===== config.mk =====
export PLATFORM = sky130hd
export DESIGN_NAME = bcd_serial_addsub
export DESIGN_NICKNAME = d
export VERILOG_FILES = /design/src/rtl/bcd_pkg.sv /design/src/rtl/bcd_digit_adder.sv /design/src/rtl/bcd_serial_addsub.sv
export SDC_FILE = /design/constraint.sdc
export NUM_CORES = 1
export LEC_CHECK = 0
export BUFFER_PORTS_ARGS = -buffer_cell sky130_fd_sc_hd__buf_2
export CAP_MARGIN = 15
export CELL_PAD_IN_SITES_DETAIL_PLACEMENT = 1
export CELL_PAD_IN_SITES_GLOBAL_PLACEMENT = 1
export CORE_MARGIN = 2
export CORE_UTILIZATION = 36
export CTS_CLUSTER_DIAMETER = 150
export DETAILED_ROUTE_END_ITERATION = 10
export PLACE_DENSITY_LB_ADDON = 0.1
export REMOVE_ABC_BUFFERS = 1
export SETUP_SLACK_MARGIN = 0.2
export SLEW_MARGIN = 30
export SYNTH_ARGS = -nofsm -noshare
export SYNTH_HDL_FRONTEND = slang
export SYNTH_HIERARCHICAL = 1
export SYNTH_SLANG_ARGS = --single-unit

===== constraint.sdc =====
create_clock -name clk -period 4.5 [get_ports clk]
set_input_delay 0.45 -clock clk [delete_from_list [all_inputs] [get_ports clk]]
set_output_delay 0.45 -clock clk [all_outputs]
set_load 0.01 [all_outputs]

===== src/rtl/bcd_pkg.sv =====
// Shared definitions for the digit-serial BCD add/sub datapath:
// digit width, BCD limits, controller states and the 9's-complement helper.
package bcd_pkg;

  localparam int         BCD_DIGIT_W = 4;
  localparam logic [3:0] BCD_MAX     = 4'd9;
  localparam logic [3:0] BCD_CORR    = 4'd6;

  typedef enum logic [1:0] {
    IDLE = 2'd0,
    RUN  = 2'd1,
    FIX  = 2'd2,
    DONE = 2'd3
  } state_t;

  // 9's complement of one BCD digit (meaningful for digits 0..9 only)
  function automatic logic [3:0] nines_comp(input logic [3:0] digit);
    return BCD_MAX - digit;
  endfunction

endpackage


===== src/rtl/bcd_digit_adder.sv =====
// One-digit BCD adder: digit + digit + carry-in, decimal-corrected.
// Shared by the add/sub pass and the 10's-complement fix-up pass.
module bcd_digit_adder
  import bcd_pkg::*;
(
  input  logic [3:0] a,
  input  logic [3:0] b,
  input  logic       cin,
  output logic [3:0] sum,
  output logic       cout
);

  logic [4:0] raw_s;

  // binary add, then +6 correction when the digit exceeds 9
  always_comb begin
    raw_s = {1'b0, a} + {1'b0, b} + {4'b0000, cin};
    if (raw_s > {1'b0, BCD_MAX}) begin
      sum  = raw_s[3:0] + BCD_CORR;
      cout = 1'b1;
    end else begin
      sum  = raw_s[3:0];
      cout = 1'b0;
    end
  end

endmodule


===== src/rtl/bcd_serial_addsub.sv =====
// Digit-serial packed-BCD adder/subtractor, one decimal digit per clock.
// Subtraction adds the 9's complement of B plus one; a negative result is
// turned into its magnitude by a second serial 10's-complement pass (FIX).
// Optional build macro: BCD_DIGIT_CHECK_EN (flags operand digits > 9 as err).
module bcd_serial_addsub
  import bcd_pkg::*;
#(
  parameter int DIGITS = 4
) (
  input  logic                  clk,
  input  logic                  rst_n,
  input  logic                  in_valid,
  output logic                  in_ready,
  input  logic [4*DIGITS-1:0]   a,
  input  logic [4*DIGITS-1:0]   b,
  input  logic                  sub,
  output logic                  out_valid,
  input  logic                  out_ready,
  output logic [4*DIGITS-1:0]   result,
  output logic                  cout,
  output logic                  neg,
  output logic                  err
);

  localparam int W     = BCD_DIGIT_W * DIGITS;
  localparam int IDX_W = (DIGITS > 1) ? $clog2(DIGITS) : 1;
  localparam logic [IDX_W-1:0] LAST_IDX = IDX_W'(DIGITS - 1);

  state_t           state_r;
  state_t           state_nxt_s;
  logic [W-1:0]     a_r;
  logic [W-1:0]     b_r;
  logic [W-1:0]     res_r;
  logic [W-1:0]     b_opnd_s;
  logic [W-1:0]     res_shift_s;
  logic [IDX_W-1:0] idx_r;
  logic             carry_r;
  logic             sub_r;
  logic             cout_r;
  logic             neg_r;
  logic             in_ready_r;
  logic             out_valid_r;
  logic             accept_s;
  logic             last_s;
  logic             bad_s;
  logic [3:0]       add_a_s;
  logic [3:0]       add_b_s;
  logic             add_cin_s;
  logic [3:0]       add_sum_s;
  logic             add_co_s;

  assign accept_s = in_valid & in_ready_r;
  assign last_s   = (idx_r == LAST_IDX);

`ifdef BCD_DIGIT_CHECK_EN
  logic err_r;

  // any operand digit above 9 marks the request as invalid
  always_comb begin
    bad_s = 1'b0;
    for (int d = 0; d < DIGITS; d++) begin
      if ((a[d*BCD_DIGIT_W +: BCD_DIGIT_W] > BCD_MAX) ||
          (b[d*BCD_DIGIT_W +: BCD_DIGIT_W] > BCD_MAX)) begin
        bad_s = 1'b1;
      end else begin
        bad_s = bad_s;
      end
    end
  end

  // error flag: set on a rejected accept, cleared by the next good accept
  always_ff @(posedge clk or negedge rst_n) begin
    if (!rst_n) begin
      err_r <= 1'b0;
    end else if (accept_s) begin
      err_r <= bad_s;
    end else begin
      err_r <= err_r;
    end
  end

  assign err = err_r;
`else
  assign bad_s = 1'b0;
  assign err   = 1'b0;
`endif

  // B operand as latched: straight for add, digit-wise 9's complement for sub
  always_comb begin
    b_opnd_s = {W{1'b0}};
    for (int d = 0; d < DIGITS; d++) begin
      if (sub) begin
        b_opnd_s[d*BCD_DIGIT_W +: BCD_DIGIT_W] = nines_comp(b[d*BCD_DIGIT_W +: BCD_DIGIT_W]);
      end else begin
        b_opnd_s[d*BCD_DIGIT_W +: BCD_DIGIT_W] = b[d*BCD_DIGIT_W +: BCD_DIGIT_W];
      end
    end
  end

  // digit adder operands: operand LSDs in RUN, complemented result LSD in FIX
  always_comb begin
    add_a_s   = 4'd0;
    add_b_s   = 4'd0;
    add_cin_s = 1'b0;
    case (state_r)
      RUN: begin
        add_a_s   = a_r[BCD_DIGIT_W-1:0];
        add_b_s   = b_r[BCD_DIGIT_W-1:0];
        add_cin_s = carry_r;
      end
      FIX: begin
        add_a_s   = nines_comp(res_r[BCD_DIGIT_W-1:0]);
        add_b_s   = 4'd0;
        add_cin_s = carry_r;
      end
      default: begin
        add_a_s   = 4'd0;
        add_b_s   = 4'd0;
        add_cin_s = 1'b0;
      end
    endcase
  end

  bcd_digit_adder u_digit (
    .a    (add_a_s),
    .b    (add_b_s),
    .cin  (add_cin_s),
    .sum  (add_sum_s),
    .cout (add_co_s)
  );

  // result shifts right one digit per step; the new digit enters at the top,
  // so after DIGITS steps digit 0 sits back at bits [3:0]
  always_comb begin
    res_shift_s = res_r >> BCD_DIGIT_W;
    res_shift_s[W-1 -: BCD_DIGIT_W] = add_sum_s;
  end

  // controller next state
  always_comb begin
    state_nxt_s = state_r;
    case (state_r)
      IDLE: begin
        if (accept_s) begin
          if (bad_s) begin
            state_nxt_s = DONE;
          end else begin
            state_nxt_s = RUN;
          end
        end else begin
          state_nxt_s = IDLE;
        end
      end
      RUN: begin
        if (last_s) begin
          if (sub_r && !add_co_s) begin
            state_nxt_s = FIX;
          end else begin
            state_nxt_s = DONE;
          end
        end else begin
          state_nxt_s = RUN;
        end
      end
      FIX: begin
        if (last_s) begin
          state_nxt_s = DONE;
        end else begin
          state_nxt_s = FIX;
        end
      end
      DONE: begin
        if (out_ready) begin
          state_nxt_s = IDLE;
        end else begin
          state_nxt_s = DONE;
        end
      end
      default: begin
        state_nxt_s = IDLE;
      end
    endcase
  end

  // state register with handshake flags decoded from the next state
  always_ff @(posedge clk or negedge rst_n) begin
    if (!rst_n) begin
      state_r     <= IDLE;
      in_ready_r  <= 1'b1;
      out_valid_r <= 1'b0;
    end else begin
      state_r     <= state_nxt_s;
      in_ready_r  <= (state_nxt_s == IDLE);
      out_valid_r <= (state_nxt_s == DONE);
    end
  end

  // operand shifters, digit index, carry chain and result flags
  always_ff @(posedge clk or negedge rst_n) begin
    if (!rst_n) begin
      a_r     <= {W{1'b0}};
      b_r     <= {W{1'b0}};
      res_r   <= {W{1'b0}};
      idx_r   <= {IDX_W{1'b0}};
      carry_r <= 1'b0;
      sub_r   <= 1'b0;
      cout_r  <= 1'b0;
      neg_r   <= 1'b0;
    end else begin
      case (state_r)
        IDLE: begin
          if (accept_s) begin
            a_r     <= a;
            b_r     <= b_opnd_s;
            idx_r   <= {IDX_W{1'b0}};
            carry_r <= sub;
            sub_r   <= sub;
            cout_r  <= 1'b0;
            neg_r   <= 1'b0;
            if (bad_s) begin
              res_r <= {W{1'b0}};
            end else begin
              res_r <= res_r;
            end
          end else begin
            a_r <= a_r;
          end
        end
        RUN: begin
          a_r   <= a_r >> BCD_DIGIT_W;
          b_r   <= b_r >> BCD_DIGIT_W;
          res_r <= res_shift_s;
          if (last_s) begin
            idx_r   <= {IDX_W{1'b0}};
            carry_r <= 1'b1;
            cout_r  <= sub_r ? 1'b0 : add_co_s;
            neg_r   <= sub_r & ~add_co_s;
          end else begin
            idx_r   <= idx_r + IDX_W'(1);
            carry_r <= add_co_s;
          end
        end
        FIX: begin
          res_r <= res_shift_s;
          if (last_s) begin
            idx_r   <= {IDX_W{1'b0}};
            carry_r <= 1'b0;
          end else begin
            idx_r   <= idx_r + IDX_W'(1);
            carry_r <= add_co_s;
          end
        end
        default: begin
          res_r <= res_r;
        end
      endcase
    end
  end

  assign in_ready  = in_ready_r;
  assign out_valid = out_valid_r;
  assign result    = res_r;
  assign cout      = cout_r;
  assign neg       = neg_r;

endmodule

==> qor.yml, run 1 <==
die:
  die-height_um: 98.07
  start_util: 0.3689
  die_w_um: 98.07
  core_area_mm2: 0.008636
  fp-row-count: 34
  die_area_mm2: 0.009617
  io_pins: 58
yosys:
  synth.avg_cell_area_um2: 10.80
  ys_ff_latch: 58
  ys_seq_area_frac: 0.4560
  ys.flop_type: "dfrtp_1"
  ys_warn_count: 6
  synthCells: 295
  synth_edf_count: 0
  ys_async_sr_fraction: 1.000
  ys_types: 45
  synth_area_mm2: 0.003186
grt:
  grt_first_pass_wirelength_um: 12230
  grt_usage: 0.1589
  gr-total-overflow: 0
  grt_max_degree: 59
  antenna_found_initial: 0
  busiest_layer: "met2"
  grt_pass1_vias: 2474
  grt_use_met1: 0.2037
  grt_use_met2: 0.2629
  globalRouteMet3Util: 0.04581
critical_path:
  cp.required_ns: 4.77
  cp.arrival_ns: 4.09
  worstPathMaxFanout: 12
  cp-end-kind: "flip-flop"
  reg2reg_slack_ns: 0.68
  r2r-start: "state_r[0]"
  path_class: "flip-flop to flip-flop"
  rr_worst_depth: 12
  start_kind: "flip-flop"
  worst_r2r_endpoint: "state_r[0]"
pwr:
  power.switching_w: 0.001069
  p_per_area_mw_per_mm2: 738.9
  combPwrFrac: 0.468
  leakage_nw: 1.851
  swShare: 0.3829
  power.internal_w: 0.001724
  pwr-share-clk: 0.203
  ir_drop_v: 0.0002517
  seqPwrFrac: 0.329
  p_total_w: 0.002793
route:
  drt-vias-per-instance: 5.095
  routed_wirelength_um: 7142
  vias: 2349
  drt_iter0_drc: 38
  drc: 0
  dr.pass1.iters: 5
  ant_nets: 0
  wl_per_cell_um: 15.49
placement:
  io_buffer_count: 56
  routabilityCongestion: 0.7883
  placed_area_mm2: 0.003541
  dp_hpwl_um: 4944
flow_run:
  maxCapViolCount: 0
cts:
  cts_buffer_depth: 2
  holdBufCountCts: 0
  ctsRootBufferMaster: "clkbuf_8"
  post-cts-setup-buffers: 0
  cts_tree: "built"
  worst_setup_hold_path_clk_slew_ns: 0.07
  clock_latency_ns: 0.33
  cts_buffers: 9
  h-tree-depth: 3
  cts_resized: 0
  cts_sinks: 58
sta:
  fin_crit_sh: 0.8489
  hold_viol: 0
  setup-violations-final: 0
  finalCriticalPeriod_ns: 3.820
  setup_tns_ns: 0
  slew_viol_final: 0
  rsz0062_at_grt: "false"
  fmax_ghz: 0.2618
  tightest_slew_ns: 0.7541
  fin_skew_ns: 0.01119
  relSlewSlack: 0.4973
finish:
  design_area_mm2: 0.003780
  most-common-layout-cells: "dfrtp_1 (57), buf_2 (56), nand3_1 (21)"
  antenna_cells: 0
  drive_gt1_frac: 0.2606
  final_common_cell: "dfrtp_1"
  n_fill_cell: 1001
  final_util: 0.4377
  final_nets: 404
  area_delta_synth_final_pct: 18.66
outcome:
  outcome: "finished, final reports clean"
worst_hold_path:
  hp-class: "primary input to asynchronous set/reset pin"
==> worst max-delay path, cell delays in order (launching register included) <==
cell,delay (ns)
dfrtp_1,0.38
inv_1,0.10
ha_1,0.48
nor2b_1,0.23
fa_1,0.46
fa_1,0.41
xnor2_1,0.18
ha_1,0.25
a31o_1,0.23
o31ai_4,0.42
and3b_1,0.23
o211ai_1,0.21
and2_1,0.17
==> registers in the layout, summed over array words and instances (netlist names) <==
name	cells
a_r	16
b_r	16
result	16
idx_r	2
state_r	2
carry_r	1
cout	1
in_ready	1
neg	1
out_valid	1
sub_r	1
==> kinds of logic (layout without fill, tap and decap cells) <==
kind of cell,after synthesis,after routing,share of synthesized area
AOI/OAI and AO/OA,68,68,0.1434
and+or+nand+nor,66,66,0.1139
muxes,39,39,0.1328
DFF,58,58,0.4560
other,1,1,0.001177
adders and majority gates,19,19,0.07934
xor gates and xnor gates,8,8,0.02200
buffers and inverters,36,94,0.05145
==> worst max path at each step <==
stage | startpoint | to | slack [ns] | depth (start not counted)
global placement | state_r[0] | state_r[0] | 0.79 | 12
CTS | state_r[0] | state_r[0] | 0.64 | 12
global route | state_r[0] | out_valid | 0.40 | 12
finish | state_r[0] | state_r[0] | 0.68 | 12
detailed placement | state_r[1] | state_r[0] | 0.66 | 13
floorplan | state_r[1] | state_r[0] | 0.56 | 13
==> synth_stat cells, types with 2 or more instances <==
cell,count,area (µm²)
mux2_2,5,56.30
nor2_1,2,7.510
buf_2,8,40.04
mux2_1,13,146.4
nand4b_1,2,17.52
and2_1,8,50.05
nand2b_1,5,31.28
mux2i_1,19,190.2
a22o_1,8,70.07
xnor2_1,6,52.55
inv_1,16,60.06
ha_1,17,212.7
a22oi_1,5,37.54
clkbuf_1,7,26.28
mux2_4,2,30.03
and3b_1,4,35.03
a32o_1,2,20.02
dfrtp_1,57,1426
o21ai_0,9,45.04
buf_6,2,22.52
fa_1,2,40.04
o31ai_1,3,22.52
a21boi_0,3,22.52
xor2_1,2,17.52
a21oi_1,7,35.03
nor2b_1,7,43.79
nand3_1,21,105.1
o211ai_1,3,22.52
nand2_1,15,56.30
o21ai_1,20,100.1
==> stage by stage <==
| stage | std cells | setup WS (ns) | hold slack, ns |
|---|---|---|---|
| 2_1_floorplan | 276 | 0.5630 | 0.1544 |
| 3_3_place_gp | 445 | 0.7882 | 0.4682 |
| 3_5_place_dp | 445 | 0.6601 | 0.4819 |
| 4_1_cts | 461 | 0.6362 | 0.2937 |
| 5_1_grt | 461 | 0.4045 | 0.3200 |
| 6_report | 461 | 0.6801 | 0.2651 |
==> layout make-up <==
| class | instances | area (µm²) | area share |
|---|---|---|---|
| repair buffers | 61 | 317.8 | 0.08408 |
| clock buffers | 12 | 165.2 | 0.04369 |
| well taps | 108 | 135.1 | 0.03575 |
| multi-input cells | 201 | 1573 | 0.4161 |
| inverters | 17 | 63.81 | 0.01688 |
| flip-flops and latches | 58 | 1453 | 0.3843 |
| clock inverters | 4 | 72.57 | 0.01920 |
==> power by group through the flow <==
stage	clock [W]	combinational, W	sequential (W)
floorplan	0	0.000932	0.000922
global placement	0	0.00129	0.000920
detailed placement	0	0.00133	0.000933
CTS	0.000585	0.00134	0.000923
global route	0.000614	0.00147	0.000956
finish	0.000567	0.00131	0.000918
==> layer usage <==
layer,up-vias,share of wire
met4,0,0.012
met5,-,0
met3,7,0.036
met1,1155,0.47
met2,43,0.48
li1,1144,-
Note: power is estimated with default switching activity, not from simulation.
==> inputs of run 2 (changes only) <==
- clock period: 4.5 -> 3.7 ns (I/O delays scaled with it)
==> run 2 against run 1 <==
Net effect:
- register-to-register slack got worse by 0.22 ns
- core utilization is 0.43 points higher
- worst hold slack got worse by 0.11 ns
- critical path type unchanged
- sequential share of layout area decreased by 0.38 points
- maximum frequency up 18%
- highest routed layer unchanged
- global-route usage is 0.53 points higher
- sequential power rose by 21%
- clock power up 18%
- count of clock-buffer cells in the layout fell by 1
- flip-flop and latch count unchanged
- power rose by 23%
==> qor.yml, run 2 (synthesis gave the netlist of run 1 again) <==
die:
  io_pins: 58  # unchanged
  die-height_um: 98.07  # unchanged
  die_area_mm2: 0.009617  # unchanged
  start_util: 0.3689  # unchanged
  fp-row-count: 34  # unchanged
  core_area_mm2: 0.008636  # unchanged
  die_w_um: 98.07  # unchanged
finish:
  final_nets: 409  # +1.2%
  stdcell_count: 466  # +1.1%
  n_fill_cell: 993  # -0.80%
  multi_input_area_mm2: 0.001592  # +1.2%
  antenna_cells: 0  # unchanged
  drive_gt1_frac: 0.2821  # +0.02150
  most-common-layout-cells: "dfrtp_1 (57), buf_2 (56), nand3_1 (21)"
  area_delta_synth_final_pct: 19.84
  register_area_mm2: 0.001453  # unchanged
  final_common_cell: "dfrtp_1"
pwr:
  ir_drop_v: 0.0002680  # +6.5%
  p_per_area_mw_per_mm2: 899.4  # +22%
  power.internal_w: 0.002104  # +22%
  leakage_nw: 1.859  # +0.47%
  seqPwrFrac: 0.325  # -0.004
  power.switching_w: 0.001329  # +24%
  combPwrFrac: 0.481  # +0.013
  pwr-share-clk: 0.194  # -0.009
  swShare: 0.3871  # +0.004262
critical_path:
  path_class: "flip-flop to flip-flop"
  cp.required_ns: 3.94  # -0.83 ns
  cp-end-kind: "flip-flop"
  rr_worst_depth: 12  # unchanged
  reg2reg_slack_ns: 0.46  # -0.22 ns
  worstPathMaxFanout: 4  # -8
  cp.arrival_ns: 3.48  # -0.61 ns
  worst_r2r_endpoint: "result[15]"
  start_kind: "flip-flop"
  r2r-start: "state_r[0]"
route:
  wl_per_cell_um: 15.52  # +0.17%
  ant_nets: 0  # unchanged
  drt_iter0_drc: 47  # +24%
  drt-vias-per-instance: 5.088  # -0.15%
  dr.pass1.iters: 4  # -1
  vias: 2371  # +0.94%
  routed_wirelength_um: 7232  # +1.3%
  drc: 0  # unchanged
grt:
  grt_usage: 0.1642  # +0.005325
  grt_pass1_vias: 2442  # -1.3%
  grt_max_degree: 59  # unchanged
  grt_first_pass_wirelength_um: 12470  # +1.9%
  gr-total-overflow: 0  # unchanged
  antenna_found_initial: 0  # unchanged
cts:
  ctsRootBufferMaster: "clkbuf_8"
  h-tree-depth: 3  # unchanged
  cts_sinks: 58  # unchanged
  holdBufCountCts: 0  # unchanged
  cts_buffers: 9  # unchanged
  clock_latency_ns: 0.35  # +0.02 ns
  cts_tree: "built"
  worst_setup_hold_path_clk_slew_ns: 0.08  # about the same
  cts_buffer_depth: 2  # unchanged
sta:
  setup-violations-final: 0  # unchanged
  fin_crit_sh: 0.8766  # +0.02769
  fin_skew_ns: 0.01087  # -0.0003112 ns
  rsz0062_at_grt: "false"
  slew_viol_final: 0  # unchanged
  finalCriticalPeriod_ns: 3.243  # -0.5766 ns
  hold_viol: 0  # unchanged
  tightest_slew_ns: 0.7572  # +0.003092 ns
  setup_tns_ns: 0  # unchanged
  fmax_ghz: 0.3083  # +18%
  relSlewSlack: 0.4952  # -0.002062
outcome:
  outcome: "finished, final reports clean"
placement:
  dp_hpwl_um: 4893  # -1.0%
  routabilityCongestion: 0.8213  # +4.2%
  placedCellCount: 449  # +0.90%
  io_buffer_count: 56  # unchanged
worst_hold_path:
  hp-class: "primary input to asynchronous set/reset pin"
flow_run:
  maxCapViolCount: 0  # unchanged
[run 2: cell types whose count changed in the layout (fill, tap and decap cells not counted)]
cell	change
fa_1	-2
ha_2	+1
and2_1	+1
ha_1	-2
fa_2	+2
inv_1	-2
inv_2	+2
and2_2	-1
buf_4	+5
clkbuf_8	-2
clkbuf_1	+1
ha_4	+1
clkinv_2	+1
[run 2: worst max-delay path by stage]
| stage | start | end | depth (start not counted) |
|---|---|---|---|
| final | state_r[0] | result[15] | 12 |
| after global routing | state_r[1] | state_r[0] | 13 |
| after CTS | state_r[1] | state_r[0] | 12 |
| after detailed placement | state_r[0] | result[14] | 13 |
| after global placement | state_r[0] | result[14] | 13 |
| after floorplan | state_r[1] | state_r[0] | 13 |
[run 2: what timing repair did]
action	in CTS	in global routing
pin swaps	1	4
endpoints found under the setup margin	3	9
setup buffers	1	0
gates resized for setup	0	6
[run 2: cell type report]
| cell class | instances | share of cell area |
|---|---|---|
| Multi-Input combinational cell | 201 | 0.4169 |
| Tap cell | 108 | 0.03540 |
| Timing Repair Buffer | 66 | 0.09308 |
| Clock buffer | 11 | 0.03704 |
| Sequential cell | 58 | 0.3805 |
| Inverter | 17 | 0.01672 |
| Clock inverter | 5 | 0.02032 |
[run 2: per-stage QoR]
step           hold WS, ns  setup slack, ns  power, W    util  instance area [µm²]
2_1_floorplan      0.07441          -0.2370  0.002254       -                 3085
3_3_place_gp        0.4685           0.2993  0.002734  0.4135                 3571
3_5_place_dp        0.4835           0.1902  0.002774  0.4135                 3571
4_1_cts             0.1991           0.2124  0.003464  0.4397                 3797
5_1_grt             0.2193           0.2294  0.003761  0.4420                 3817
6_report            0.1558           0.4567  0.003434  0.4420                 3817
[run 2: power by group through the flow]
stage | clock network (W) | logic (W) | registers (W)
floorplan | 0 | 0.00113 | 0.00112
global placement | 0 | 0.00161 | 0.00112
detailed placement | 0 | 0.00164 | 0.00113
CTS | 0.000682 | 0.00166 | 0.00112
global route | 0.000715 | 0.00188 | 0.00116
finish | 0.000668 | 0.00165 | 0.00111
[run 2: critical path: stages, from the launching register on]
cell and delay [ns]:
dfrtp_1 0.40, buf_4 0.15, ha_2 0.19, a22oi_1 0.16, nor2b_1 0.09, fa_2 0.36
fa_2 0.52, inv_1 0.07, ha_1 0.21, a31o_1 0.23, a2111oi_0 0.42, nor2b_1 0.08
mux2_2 0.26
[run 2: metal layers]
| metal | part of all wire | wire [µm] | GRT usage |
|---|---|---|---|
| met4 | 0.014 | 99 | 0.07372 |
| met3 | 0.037 | 265 | 0.03937 |
| met2 | 0.47 | 3410 | 0.2429 |
| met5 | 0 | 0 | 0 |
| met1 | 0.48 | 3457 | 0.2284 |
==> inputs of run 3 (changes only) <==
- CTS_CLUSTER_DIAMETER: 150 -> default
- GPL_TIMING_DRIVEN: default -> 0
- SYNTH_HIERARCHICAL: 1 -> default
==> run 3 against run 2 <==
Net effect:
- maximum frequency down 2.3%
- sequential share of layout area down 0.40 points
- critical path depth up 2
- synthesized area down 2.4%
- wire length down 1.3%
- register-to-register slack worse by 0.08 ns
- die area down 2.3%
- core utilization up 2.4 points
- cell area up 1.2%
- critical path type unchanged
- critical endpoint is now cout
- largest cell class unchanged
==> qor.yml, run 3 <==
outcome:
  outcome: "finished, final reports clean"
cts:
  holdBufCountCts: 0  # unchanged
  h-tree-depth: 3  # unchanged
  ctsRootBufferMaster: "clkbuf_8"
  worst_setup_hold_path_clk_slew_ns: 0.07  # about the same
  cts_tree: "built"
  cts_sinks: 58  # unchanged
  cts_buffer_depth: 2  # unchanged
  cts_buffers: 9  # unchanged
  clock_latency_ns: 0.33  # -0.02 ns
pwr:
  p_per_area_mw_per_mm2: 945.1  # +5.1%
  power.internal_w: 0.002206  # +4.8%
  leakage_nw: 1.882  # +1.2%
  power.switching_w: 0.001447  # +8.9%
  pwr-share-clk: 0.165  # -0.029
  p_total_w: 0.003653  # +6.4%
  ir_drop_v: 0.0003089  # +15%
  combPwrFrac: 0.543  # +0.062
  swShare: 0.3962  # +0.009075
  seqPwrFrac: 0.292  # -0.033
yosys:
  synthSimpleGateAreaFrac: 0.1047  # -0.009234
  ys_types: 41  # -8.9%
  synth_area_mm2: 0.003108  # -2.4%
  synth-compound-area-share: 0.1554  # +0.01203
  ys.flop_type: "dfrtp_1"
  synthAdderAreaFrac: 0.08132  # +0.001980
  ys_async_sr_fraction: 1.000  # unchanged
  synth_top_family_by_area: "compound AO/OA/AOI/OAI gates"
  synthCells: 312  # +5.8%
  synth_edf_count: 0  # unchanged
  synthTopCellsByArea: "dfrtp_1 (46%), ha_1 (6.8%), mux2i_1 (6.4%)"
  netlist_top_cells_count: "dfrtp_1 (57), nand2_1 (43), o21ai_0 (37)"
  synth-xor-area-share: 0.03100  # +0.009003
  ys_warn_count: 0  # -6
  ys_seq_area_frac: 0.4674  # +0.01138
  synth_top_area_frac: 0.4589  # +0.01118
  ys_ff_latch: 58  # unchanged
  synth.avg_cell_area_um2: 9.961  # -7.8%
  synth.mux.area_fraction: 0.1091  # -0.02366
  synth_top_area_cell: "dfrtp_1"
  yosysMostFrequentCell: "dfrtp_1"
route:
  drt-vias-per-instance: 4.921  # -3.3%
  drt_iter0_drc: 69  # +47%
  routed_wirelength_um: 7138  # -1.3%
  wl_met1_um: 3352  # -3.0%
  ant_nets: 0  # unchanged
  top_layer: "met4"
  met2_length_um: 3327  # -2.4%
  vias: 2377  # +0.25%
  routed-wl-met3_um: 295  # +11%
  drc: 0  # unchanged
  wl_per_cell_um: 14.78  # -4.8%
  dr.pass1.iters: 4  # unchanged
sta:
  slew_viol_final: 0  # unchanged
  rsz0062_at_grt: "false"
  hold_viol: 0  # unchanged
  setup_tns_ns: 0  # unchanged
  fin_skew_ns: 0.008843  # -0.002031 ns
  fin_crit_sh: 0.8970  # +0.02040
  setup-violations-final: 0  # unchanged
  relSlewSlack: 0.4743  # -0.02091
  finalCriticalPeriod_ns: 3.319  # +0.07548 ns
  fmax_ghz: 0.3013  # -2.3%
  tightest_slew_ns: 0.7687  # +0.01149 ns
die:
  die_w_um: 96.92  # -1.2%
  fp-row-count: 33  # -2.9%
  die_area_mm2: 0.009393  # -2.3%
  io_pins: 58  # unchanged
  die-height_um: 96.92  # -1.2%
  core_area_mm2: 0.008299  # -3.9%
  start_util: 0.3745  # +0.005613
critical_path:
  cp-end-kind: "flip-flop"
  worst_path_max_delay_cell: "fa_2"
  crit_path_cell_trace: "inv_2 > ha_4 > buf_4 > nand2_1 > fa_2 > fa_2 > xor2_4 > ha_1 > nand2b_1 > a22o_1 > o311ai_4 > buf_12 > inv_1 > o41ai_2"
  worstPathMaxFanout: 6  # +2
  start_kind: "flip-flop"
  cp_num_buf_inv: 4  # +2
  max_stage_delay_ns: 0.45  # -0.07 ns
  path_class: "flip-flop to flip-flop"
  cp.arrival_ns: 3.55  # +0.07 ns
  cp.required_ns: 3.93  # about the same
  path_common_cell: "fa_2"
  crit_family: "adder cells"
placement:
  dp_hpwl_um: 4882  # -0.22%
  routabilityCongestion: 0.7350  # -11%
  io_buffer_count: 56  # unchanged
finish:
  area_delta_synth_final_pct: 24.36
  n_fill_cell: 958  # -3.5%
  most-common-layout-cells: "dfrtp_1 (55), buf_2 (55), nand2_1 (43)"
  drive_gt1_frac: 0.2937  # +0.01153
  final_nets: 430  # +5.1%
  antenna_cells: 0  # unchanged
grt:
  grt_max_degree: 59  # unchanged
  grt_first_pass_wirelength_um: 12610  # +1.2%
  grt_pass1_vias: 2550  # +4.4%
  grt_usage: 0.1667  # +0.002488
  antenna_found_initial: 0  # unchanged
  gr-total-overflow: 0  # unchanged
flow_run:
  maxCapViolCount: 0  # unchanged
worst_hold_path:
  hp-class: "primary input to asynchronous set/reset pin"
## run 3: area by class of cell
class | instances | area, µm² | share of cell area
multi-input cells | 216 | 1568 | 0.4056
flip-flops and latches | 58 | 1455 | 0.3765
repair buffers | 68 | 425.4 | 0.1101
clock buffers | 13 | 168.9 | 0.04370
well taps | 105 | 131.4 | 0.03399
inverters | 21 | 81.33 | 0.02104
clock inverters | 2 | 35.03 | 0.009064
## run 3: path summary, 6_finish.rpt
check	endpoint	slack, ns	start	cells after the start
max	cout	0.38	state_r[1]	14
min	neg	0.1	rst_n	1
max reg2reg	cout	0.38	state_r[1]	14
min reg2reg	a_r[4]	0.48	a_r[4]	2
max in group asynchronous	state_r[1]	3.08	rst_n	1
min in group clk	a_r[12]	0.25	a[12]	2
## run 3: worst register-to-register path, cell delays in order, from the launching register on
cell and delay (ns):
dfrtp_2 0.44, inv_2 0.12, ha_4 0.16, buf_4 0.14, nand2_1 0.10, fa_2 0.40
fa_2 0.45, xor2_4 0.18, ha_1 0.17, nand2b_1 0.06, a22o_1 0.21, o311ai_4 0.26
buf_12 0.16, inv_1 0.05, o41ai_2 0.31
## run 3: logic make-up (layout without fill, tap and decap cells)
| group | after synthesis | count (layout) |
|---|---|---|
| flip-flops | 58 | 58 |
| XOR/XNOR | 11 | 11 |
| adder cells (fa/ha/maj) | 19 | 19 |
| multiplexers | 32 | 32 |
| AO/OA/AOI/OAI | 76 | 76 |
| other | 1 | 1 |
| AND/OR/NAND/NOR | 77 | 77 |
| buffers and inverters | 38 | 104 |
## run 3: power by group through the flow
stage | registers [W] | logic (W) | clock network (W)
floorplan | 0.00108 | 0.00119 | 0
CTS | 0.00107 | 0.00196 | 0.000626
detailed placement | 0.00108 | 0.00176 | 0
global route | 0.00111 | 0.00222 | 0.000660
global placement | 0.00107 | 0.00164 | 0
finish | 0.00107 | 0.00198 | 0.000604
## run 3: metrics by stage
stage	cells	worst slack, ns	util	instance area, µm²	hold slack (ns)
final	483	0.3813	0.4657	3865	0.09798
after global routing	483	0.2242	0.4657	3865	0.1580
after CTS	481	0.2295	0.4621	3835	0.1285
after detailed placement	458	-0.7301	0.4223	3505	0.4695
after global placement	456	-0.6201	0.4149	3443	0.4581
after floorplan	295	-0.003864	-	3032	0.07441
## run 3: repair_timing
action / CTS / global route
buffers inserted: 8 / 2
resized for setup: 13 / 4
pin swaps: 3 / 4
endpoints found under the setup margin: 9 / 5
## run 3: layer usage
metal | vias up | global-route usage
met4 | 0 | 0.07259
met2 | 59 | 0.2687
met5 | - | 0
li1 | 1183 | -
met3 | 14 | 0.03396
met1 | 1121 | 0.2172
